===== src/rtl/spi_note_cmd_rx_if.sv =====
// rtl/spi_note_cmd_rx_if.sv - SPI pin and decoded-command bundle for spi_note_cmd_rx
interface spi_note_cmd_rx_if;
  logic        i_spi_sck;
  logic        i_spi_cs_n;
  logic        i_spi_mosi;
  logic        o_SPI_note_status;
  logic [7:0]  o_SPI_voice_index;
  logic [31:0] o_SPI_tuning_code;
  logic [6:0]  o_SPI_velocity;
  logic        o_SPI_flag_dds;
  logic        o_SPI_flag_adsr;
  logic [7:0]  o_err_count;

  modport slave (
    input  i_spi_sck, i_spi_cs_n, i_spi_mosi,
    output o_SPI_note_status, o_SPI_voice_index, o_SPI_tuning_code,
           o_SPI_velocity, o_SPI_flag_dds, o_SPI_flag_adsr, o_err_count
  );

  modport master (
    output i_spi_sck, i_spi_cs_n, i_spi_mosi,
    input  o_SPI_note_status, o_SPI_voice_index, o_SPI_tuning_code,
           o_SPI_velocity, o_SPI_flag_dds, o_SPI_flag_adsr, o_err_count
  );
endinterface


===== src/rtl/spi_note_cmd_rx.sv =====
// rtl/spi_note_cmd_rx.sv - oversampling SPI mode-0 slave decoding 56-bit note commands
// Optional rejected-frame counter enabled by SPI_RX_ERR_COUNT_EN.
module spi_note_cmd_rx #(
  parameter int         SYNC_STAGES = 2,
  parameter int         NUM_VOICES  = 256,
  parameter logic [7:0] OP_NOTE_ON  = 8'h90,
  parameter logic [7:0] OP_NOTE_OFF = 8'h80,
  parameter logic [7:0] OP_RETUNE   = 8'hA0
) (
  input  logic             i_clk,
  input  logic             i_reset,
  spi_note_cmd_rx_if.slave bus
);

  typedef enum logic [1:0] {S_IDLE, S_SHIFT, S_DECODE, S_HOLD} state_t;

  localparam int BOOT_N = SYNC_STAGES + 1;
  localparam int BOOT_W = $clog2(BOOT_N + 1);

  state_t r_state, w_state_next;

  logic [SYNC_STAGES-1:0] r_sck_sync, r_cs_sync, r_mosi_sync;
  logic                   r_sck_prev, r_cs_prev;
  logic                   w_sck_s, w_cs_s, w_mosi_s;
  logic                   w_sck_rise, w_cs_rise, w_cs_fall;

  logic [BOOT_W-1:0]      r_boot;
  logic                   w_boot_done;
  logic                   r_armed;

  logic [5:0]             r_count;
  logic [55:0]            r_shift;

  logic [7:0]             w_opcode, w_voice;
  logic [31:0]            w_tuning;
  logic [6:0]             w_velocity;
  logic                   w_is_on, w_is_off, w_is_retune, w_voice_ok, w_accept;

  logic                   r_note_status, r_flag_dds, r_flag_adsr;
  logic [7:0]             r_voice_index;
  logic [31:0]            r_tuning_code;
  logic [6:0]             r_velocity;

  always_ff @(posedge i_clk or posedge i_reset) begin
    if (i_reset) begin
      r_sck_sync  <= '0;
      r_cs_sync   <= '1;
      r_mosi_sync <= '0;
      r_sck_prev  <= 1'b0;
      r_cs_prev   <= 1'b1;
    end else begin
      r_sck_sync  <= {r_sck_sync[SYNC_STAGES-2:0], bus.i_spi_sck};
      r_cs_sync   <= {r_cs_sync[SYNC_STAGES-2:0], bus.i_spi_cs_n};
      r_mosi_sync <= {r_mosi_sync[SYNC_STAGES-2:0], bus.i_spi_mosi};
      r_sck_prev  <= w_sck_s;
      r_cs_prev   <= w_cs_s;
    end
  end

  assign w_sck_s    = r_sck_sync[SYNC_STAGES-1];
  assign w_cs_s     = r_cs_sync[SYNC_STAGES-1];
  assign w_mosi_s   = r_mosi_sync[SYNC_STAGES-1];
  assign w_sck_rise = w_sck_s & ~r_sck_prev;
  assign w_cs_rise  = w_cs_s & ~r_cs_prev;
  assign w_cs_fall  = ~w_cs_s & r_cs_prev;

  // The synchroniser resets to CS_N=1, so a pin already low at reset release would look
  // like a fresh CS fall. Only arm once the pipeline has flushed and shows CS_N high.
  assign w_boot_done = (r_boot == BOOT_W'(BOOT_N));

  always_ff @(posedge i_clk or posedge i_reset) begin
    if (i_reset) begin
      r_boot  <= '0;
      r_armed <= 1'b0;
    end else begin
      if (!w_boot_done) r_boot <= r_boot + 1'b1;
      if (w_boot_done && w_cs_s) r_armed <= 1'b1;
    end
  end

  always_ff @(posedge i_clk or posedge i_reset) begin
    if (i_reset) r_state <= S_IDLE;
    else         r_state <= w_state_next;
  end

  always_comb begin
    w_state_next = r_state;
    case (r_state)
      S_IDLE:   if (w_cs_fall && r_armed) w_state_next = S_SHIFT;
      S_SHIFT: begin
        if (w_cs_rise)                          w_state_next = S_IDLE;
        else if (w_sck_rise && r_count == 6'd55) w_state_next = S_DECODE;
      end
      S_DECODE: w_state_next = w_cs_rise ? S_IDLE : S_HOLD;
      S_HOLD:   if (w_cs_rise) w_state_next = S_IDLE;
      default:  w_state_next = S_IDLE;
    endcase
  end

  always_ff @(posedge i_clk or posedge i_reset) begin
    if (i_reset) begin
      r_count <= '0;
      r_shift <= '0;
    end else if (r_state == S_IDLE && w_state_next == S_SHIFT) begin
      r_count <= '0;
    end else if (r_state == S_SHIFT && !w_cs_rise && w_sck_rise) begin
      r_shift <= {r_shift[54:0], w_mosi_s};
      r_count <= r_count + 6'd1;
    end
  end

  assign w_opcode    = r_shift[55:48];
  assign w_voice     = r_shift[47:40];
  assign w_tuning    = r_shift[39:8];
  assign w_velocity  = r_shift[6:0];
  assign w_is_on     = (w_opcode == OP_NOTE_ON);
  assign w_is_off    = (w_opcode == OP_NOTE_OFF);
  assign w_is_retune = (w_opcode == OP_RETUNE);
  assign w_voice_ok  = (int'(w_voice) < NUM_VOICES);
  assign w_accept    = w_voice_ok && (w_is_on || w_is_off || w_is_retune);

  always_ff @(posedge i_clk or posedge i_reset) begin
    if (i_reset) begin
      r_note_status <= 1'b0;
      r_voice_index <= '0;
      r_tuning_code <= '0;
      r_velocity    <= '0;
      r_flag_dds    <= 1'b0;
      r_flag_adsr   <= 1'b0;
    end else begin
      r_flag_dds  <= 1'b0;
      r_flag_adsr <= 1'b0;
      if (r_state == S_DECODE && w_accept) begin
        r_voice_index <= w_voice;
        if (w_is_on) begin
          r_note_status <= 1'b1;
          r_tuning_code <= w_tuning;
          r_velocity    <= w_velocity;
          r_flag_dds    <= 1'b1;
          r_flag_adsr   <= 1'b1;
        end else if (w_is_off) begin
          r_note_status <= 1'b0;
          r_velocity    <= w_velocity;
          r_flag_adsr   <= 1'b1;
        end else begin
          r_tuning_code <= w_tuning;
          r_flag_dds    <= 1'b1;
        end
      end
    end
  end

  assign bus.o_SPI_note_status = r_note_status;
  assign bus.o_SPI_voice_index = r_voice_index;
  assign bus.o_SPI_tuning_code = r_tuning_code;
  assign bus.o_SPI_velocity    = r_velocity;
  assign bus.o_SPI_flag_dds    = r_flag_dds;
  assign bus.o_SPI_flag_adsr   = r_flag_adsr;

`ifdef SPI_RX_ERR_COUNT_EN
  logic       w_err_evt;
  logic [7:0] r_err_count;

  assign w_err_evt = (r_state == S_SHIFT && w_cs_rise) || (r_state == S_DECODE && !w_accept);

  always_ff @(posedge i_clk or posedge i_reset) begin
    if (i_reset)                                r_err_count <= '0;
    else if (w_err_evt && r_err_count != 8'hFF) r_err_count <= r_err_count + 8'd1;
  end

  assign bus.o_err_count = r_err_count;
`else
  assign bus.o_err_count = 8'h00;
`endif

endmodule

===== src/flat_wrapper.sv =====
// flat-port wrapper written by rule: the top's interface ports become plain ports
module spi_note_cmd_rx_flat 
#(
  parameter int         SYNC_STAGES = 2,
  parameter int         NUM_VOICES  = 256,
  parameter logic [7:0] OP_NOTE_ON  = 8'h90,
  parameter logic [7:0] OP_NOTE_OFF = 8'h80,
  parameter logic [7:0] OP_RETUNE   = 8'hA0
)
  (i_clk, i_reset, bus_i_spi_sck, bus_i_spi_cs_n, bus_i_spi_mosi, bus_o_SPI_note_status, bus_o_SPI_voice_index, bus_o_SPI_tuning_code, bus_o_SPI_velocity, bus_o_SPI_flag_dds, bus_o_SPI_flag_adsr, bus_o_err_count);
  spi_note_cmd_rx_if bus_i ();
  input  logic i_clk;
  input  logic i_reset;
  input wire logic [$bits(bus_i.i_spi_sck)-1:0] bus_i_spi_sck;
  input wire logic [$bits(bus_i.i_spi_cs_n)-1:0] bus_i_spi_cs_n;
  input wire logic [$bits(bus_i.i_spi_mosi)-1:0] bus_i_spi_mosi;
  output wire logic [$bits(bus_i.o_SPI_note_status)-1:0] bus_o_SPI_note_status;
  output wire logic [$bits(bus_i.o_SPI_voice_index)-1:0] bus_o_SPI_voice_index;
  output wire logic [$bits(bus_i.o_SPI_tuning_code)-1:0] bus_o_SPI_tuning_code;
  output wire logic [$bits(bus_i.o_SPI_velocity)-1:0] bus_o_SPI_velocity;
  output wire logic [$bits(bus_i.o_SPI_flag_dds)-1:0] bus_o_SPI_flag_dds;
  output wire logic [$bits(bus_i.o_SPI_flag_adsr)-1:0] bus_o_SPI_flag_adsr;
  output wire logic [$bits(bus_i.o_err_count)-1:0] bus_o_err_count;
  assign bus_i.i_spi_sck = bus_i_spi_sck;
  assign bus_i.i_spi_cs_n = bus_i_spi_cs_n;
  assign bus_i.i_spi_mosi = bus_i_spi_mosi;
  assign bus_o_SPI_note_status = bus_i.o_SPI_note_status;
  assign bus_o_SPI_voice_index = bus_i.o_SPI_voice_index;
  assign bus_o_SPI_tuning_code = bus_i.o_SPI_tuning_code;
  assign bus_o_SPI_velocity = bus_i.o_SPI_velocity;
  assign bus_o_SPI_flag_dds = bus_i.o_SPI_flag_dds;
  assign bus_o_SPI_flag_adsr = bus_i.o_SPI_flag_adsr;
  assign bus_o_err_count = bus_i.o_err_count;
  spi_note_cmd_rx #(.SYNC_STAGES(SYNC_STAGES), .NUM_VOICES(NUM_VOICES), .OP_NOTE_ON(OP_NOTE_ON), .OP_NOTE_OFF(OP_NOTE_OFF), .OP_RETUNE(OP_RETUNE)) u_core (.i_clk(i_clk), .i_reset(i_reset), .bus(bus_i));
endmodule

===== config.mk =====
export PLATFORM = sky130hd
export DESIGN_NAME = spi_note_cmd_rx_flat
export DESIGN_NICKNAME = d
export VERILOG_FILES = /design/src/rtl/spi_note_cmd_rx_if.sv /design/src/rtl/spi_note_cmd_rx.sv /design/src/flat_wrapper.sv
export SDC_FILE = /design/constraint.sdc
export NUM_CORES = 1
export LEC_CHECK = 0
export BUFFER_PORTS_ARGS = -buffer_cell sky130_fd_sc_hd__buf_2
export CAP_MARGIN = 20
export CORE_ASPECT_RATIO = 0.9
export CORE_MARGIN = 3
export CORE_UTILIZATION = 55
export DETAILED_ROUTE_END_ITERATION = 7
export PLACE_DENSITY = 0.73
export SYNTH_ARGS = -nofsm -noshare
export SYNTH_HDL_FRONTEND = slang
export SYNTH_SLANG_ARGS = --single-unit

===== constraint.sdc =====
create_clock -name i_clk -period 6.4 [get_ports i_clk]
set_clock_uncertainty 0.1 [all_clocks]
set_input_delay 1.92 -clock i_clk [delete_from_list [all_inputs] [get_ports i_clk]]
set_output_delay 1.92 -clock i_clk [all_outputs]
set_load 0.03 [all_outputs]

==> results_dict.tcl <==
set metrics [dict create \
    worstReg2RegEnd "u_core.bus.o_SPI_tuning_code[4]$_DFFE_PP0P_" \
    crit_buf_inv 1 \
    maxCapViolations 0 \
    die_x_um 104 \
    avgViaCountPerCell 5.19 \
    max_freq_mhz 323 \
    fin_nets 383 \
    synth-simple-area-share 0.0530 \
    muxShareOfSynthArea 0.232 \
    grt_pass1_vias 2552 \
    drt-total-wl_um 7450 \
    intPower_mw 1.55 \
    antenna_found_initial 0 \
    synth-seq-area-share 0.660 \
    ys_ff_latch 125 \
    netlist_instances 313 \
    synth_compound_area_frac 0.0121 \
    crit_chain "buf_2" \
    die_h_um 94.1 \
    ios 63 \
    start_kind "flop" \
    vias 2609 \
    cp-end-kind "output pin" \
    total_power_mw 1.94 \
    cts_setup_buffers 0 \
    cts_buffers 17 \
    wl_per_cell_um 14.8 \
    port_buffers 54 \
    place_congestion 0.707 \
    rows 31 \
    synthToLayoutAreaGrowth_pct 20.9 \
    arrival_ns 1.08 \
    clock_latency_ns 0.51 \
    ir_drop_uv 231 \
    coreArea_um2 8220 \
    r2r_cells 3 \
    dr.pass1.iters 4 \
    path_class "flop to output pin" \
    grt_max_degree 82 \
    critical_path.top_delay_family "flip-flops" \
    switching_share 0.201 \
    setup-tns-final_ns 0 \
    status "finished clean" \
    hold_depth 0 \
    syn-cell-area_um2 4750 \
    crit_slowest_cell "dfrtp_1" \
    cts_tree "done" \
    slew_viol_final 0 \
    grt_pass1_wl_um 12600 \
    cts_hold_buf 0 \
    synth_area_per_cell_um2 15.2 \
    track_usage 0.165 \
    timing.rr.start "u_core.r_state[1]$_DFF_PP0_" \
    htreeDepth 4 \
    synthXorXnorAreaFrac 0.00922 \
    hold_viol_final 0 \
    cp_data_required_time_ns 4.38 \
    cts.clk_slew.worst_paths_ns 0.06 \
    total_leakage_power_nw 3.08 \
    drive_above_1_share 0.497 \
    synth_adder_area_share 0.00527 \
    r2r_setup_slack_ns 3.90 \
    start_util 0.577 \
    comb_power_share 0.035 \
    hpwl_um 4450 \
    rsz0062_at_grt "no" \
    holdPathEnd "u_core.r_mosi_sync[1]$_DFF_PP0_" \
    synth_cell_types 30 \
    switchingPower_mw 0.390 \
    root_buffer "clkbuf_8" \
    cpPeakStageDelay_ns 0.39 \
    drt_iter0_markers 108 \
    crit_fanout 2 \
    ys_warn_count 0 \
    cts.sink_count 125 \
    tightest_slew_ns 0.938 \
    setup_viol 0 \
    overflow 0 \
    p_seq_frac 0.434 \
    postRouteAntennaNets 0 \
    post_cts_resized 0 \
    p_per_area_nw_per_um2 337 \
    clk_path_buf_depth 2 \
    synth_top_family_by_area "multiplexers" \
    min_path_type "flop to flop" \
    dieArea_um2 9790 \
    drc_errors 0 \
    clockPowerShare 0.530 \
    antennaDiodeCount 0 \
    relSlewSlack 0.375 \
    fin_crit_ns 3.10 \
    fin_crit_sh 0.484 \
    hold_start "u_core.r_mosi_sync[0]$_DFF_PP0_" \
]
## metal layers
metal	up-vias	track usage	part of all wire
li1	1200	-	-
met5	-	0	0
met2	57	0.242	0.47
met4	0	0.0731	0.0099
met3	8	0.0564	0.045
met1	1344	0.224	0.48
## flip-flops by register name, summed over array words and instances, names as in the netlist
signal                        cells
u_core.r_mosi_sync                2
u_core.r_cs_prev                  1
u_core.bus.o_SPI_tuning_code     32
u_core.r_cs_sync                  2
u_core.bus.o_SPI_flag_adsr        1
u_core.r_boot                     2
u_core.r_shift                   56
u_core.r_sck_prev                 1
u_core.bus.o_SPI_flag_dds         1
u_core.r_sck_sync                 2
u_core.r_state                    2
u_core.bus.o_SPI_note_status      1
u_core.bus.o_SPI_voice_index      8
u_core.bus.o_SPI_velocity         7
u_core.r_armed                    1
u_core.r_count                    6
## metrics by stage
step           worst slack [ns]  cells  utilization  hold WS, ns  instance area (um^2)
3_5_place_dp               2.92    472        0.620        0.238                  5100
4_1_cts                    3.28    503        0.698        0.251                  5740
5_1_grt                    3.26    503        0.698        0.260                  5740
3_3_place_gp               2.95    472        0.620        0.232                  5100
6_report                   3.30    503        0.698        0.248                  5740
2_1_floorplan              1.06    320            -        0.231                  4770
## kinds of logic (layout without fill, tap and decap cells)
family | Yosys count | in the layout
AOI/OAI and AO/OA | 8 | 8
buffers and inverters | 22 | 90
and+or+nand+nor | 52 | 52
xor gates and xnor gates | 5 | 5
DFF | 125 | 125
adders and majority gates | 2 | 2
muxes | 98 | 98
other | 1 | 8
## worst max path at each step
stage / from / end / slack [ns] / cells after the start
global placement: i_reset / u_core.r_boot[1]$_DFFE_PP0P_ / 2.95 / 3
detailed placement: i_reset / u_core.r_boot[1]$_DFFE_PP0P_ / 2.92 / 3
finish: u_core.bus.o_SPI_voice_index[7]$_DFFE_PP0P_ / bus_o_SPI_voice_index[7] / 3.30 / 1
CTS: u_core.bus.o_SPI_voice_index[0]$_DFFE_PP0P_ / bus_o_SPI_voice_index[0] / 3.28 / 1
global route: u_core.bus.o_SPI_voice_index[7]$_DFFE_PP0P_ / bus_o_SPI_voice_index[7] / 3.26 / 1
floorplan: i_reset / u_core.bus.o_SPI_flag_adsr$_DFF_PP0_ / 1.06 / 1
## cell usage after synthesis (all sizes together)
master  number  area (um^2)
dfrtp      122         3050
mux2        98         1100
nand2       26         97.6
buf         18          116
nor2         7         28.8
nand3        4         20.0
nor3         4         20.0
xnor2        4         35.0
dfstp        3         78.8
a21o         2         15.0
a21oi        2         10.0
a22o         2         17.5
clkbuf       2         7.51
ha           2         25.0
inv          2         7.51
nand3b       2         15.0
nand4b       2         17.5
nor4b        2         17.5
and3b        1         8.76
conb         1         3.75
nor2b        1         6.26
nor4         1         6.26
o21bai       1         7.51
o31ai        1         7.51
or3          1         6.26
or4          1         7.51
xor2         1         8.76
## layout by cell type, fill, tap and decap left out, drive strengths merged, types with 3 or more instances in the layout
cell      n
dfrtp   122
mux2     98
buf      57
nand2    26
clkbuf   20
conb      8
nor2      7
bufinv    5
xnor2     4
nor3      4
nand3     4
clkinv    4
dfstp     3
## layout make-up
class,instances,area [um^2]
repair buffers,57,293
flip-flops and latches,125,3130
fillers,588,2480
clock inverters,11,189
inverters,2,10.0
clock buffers,20,455
multi-input cells,173,1520
well taps,115,144
## power groups by stage
stage	Clock, mW	Sequential (mW)	Combinational (mW)
floorplan	0	0.848	0.0622
global placement	0	0.853	0.0673
detailed placement	0	0.855	0.0696
CTS	1.05	0.841	0.0702
global route	1.08	0.845	0.0775
finish	1.03	0.841	0.0685
(Power assumes the default switching activity.)
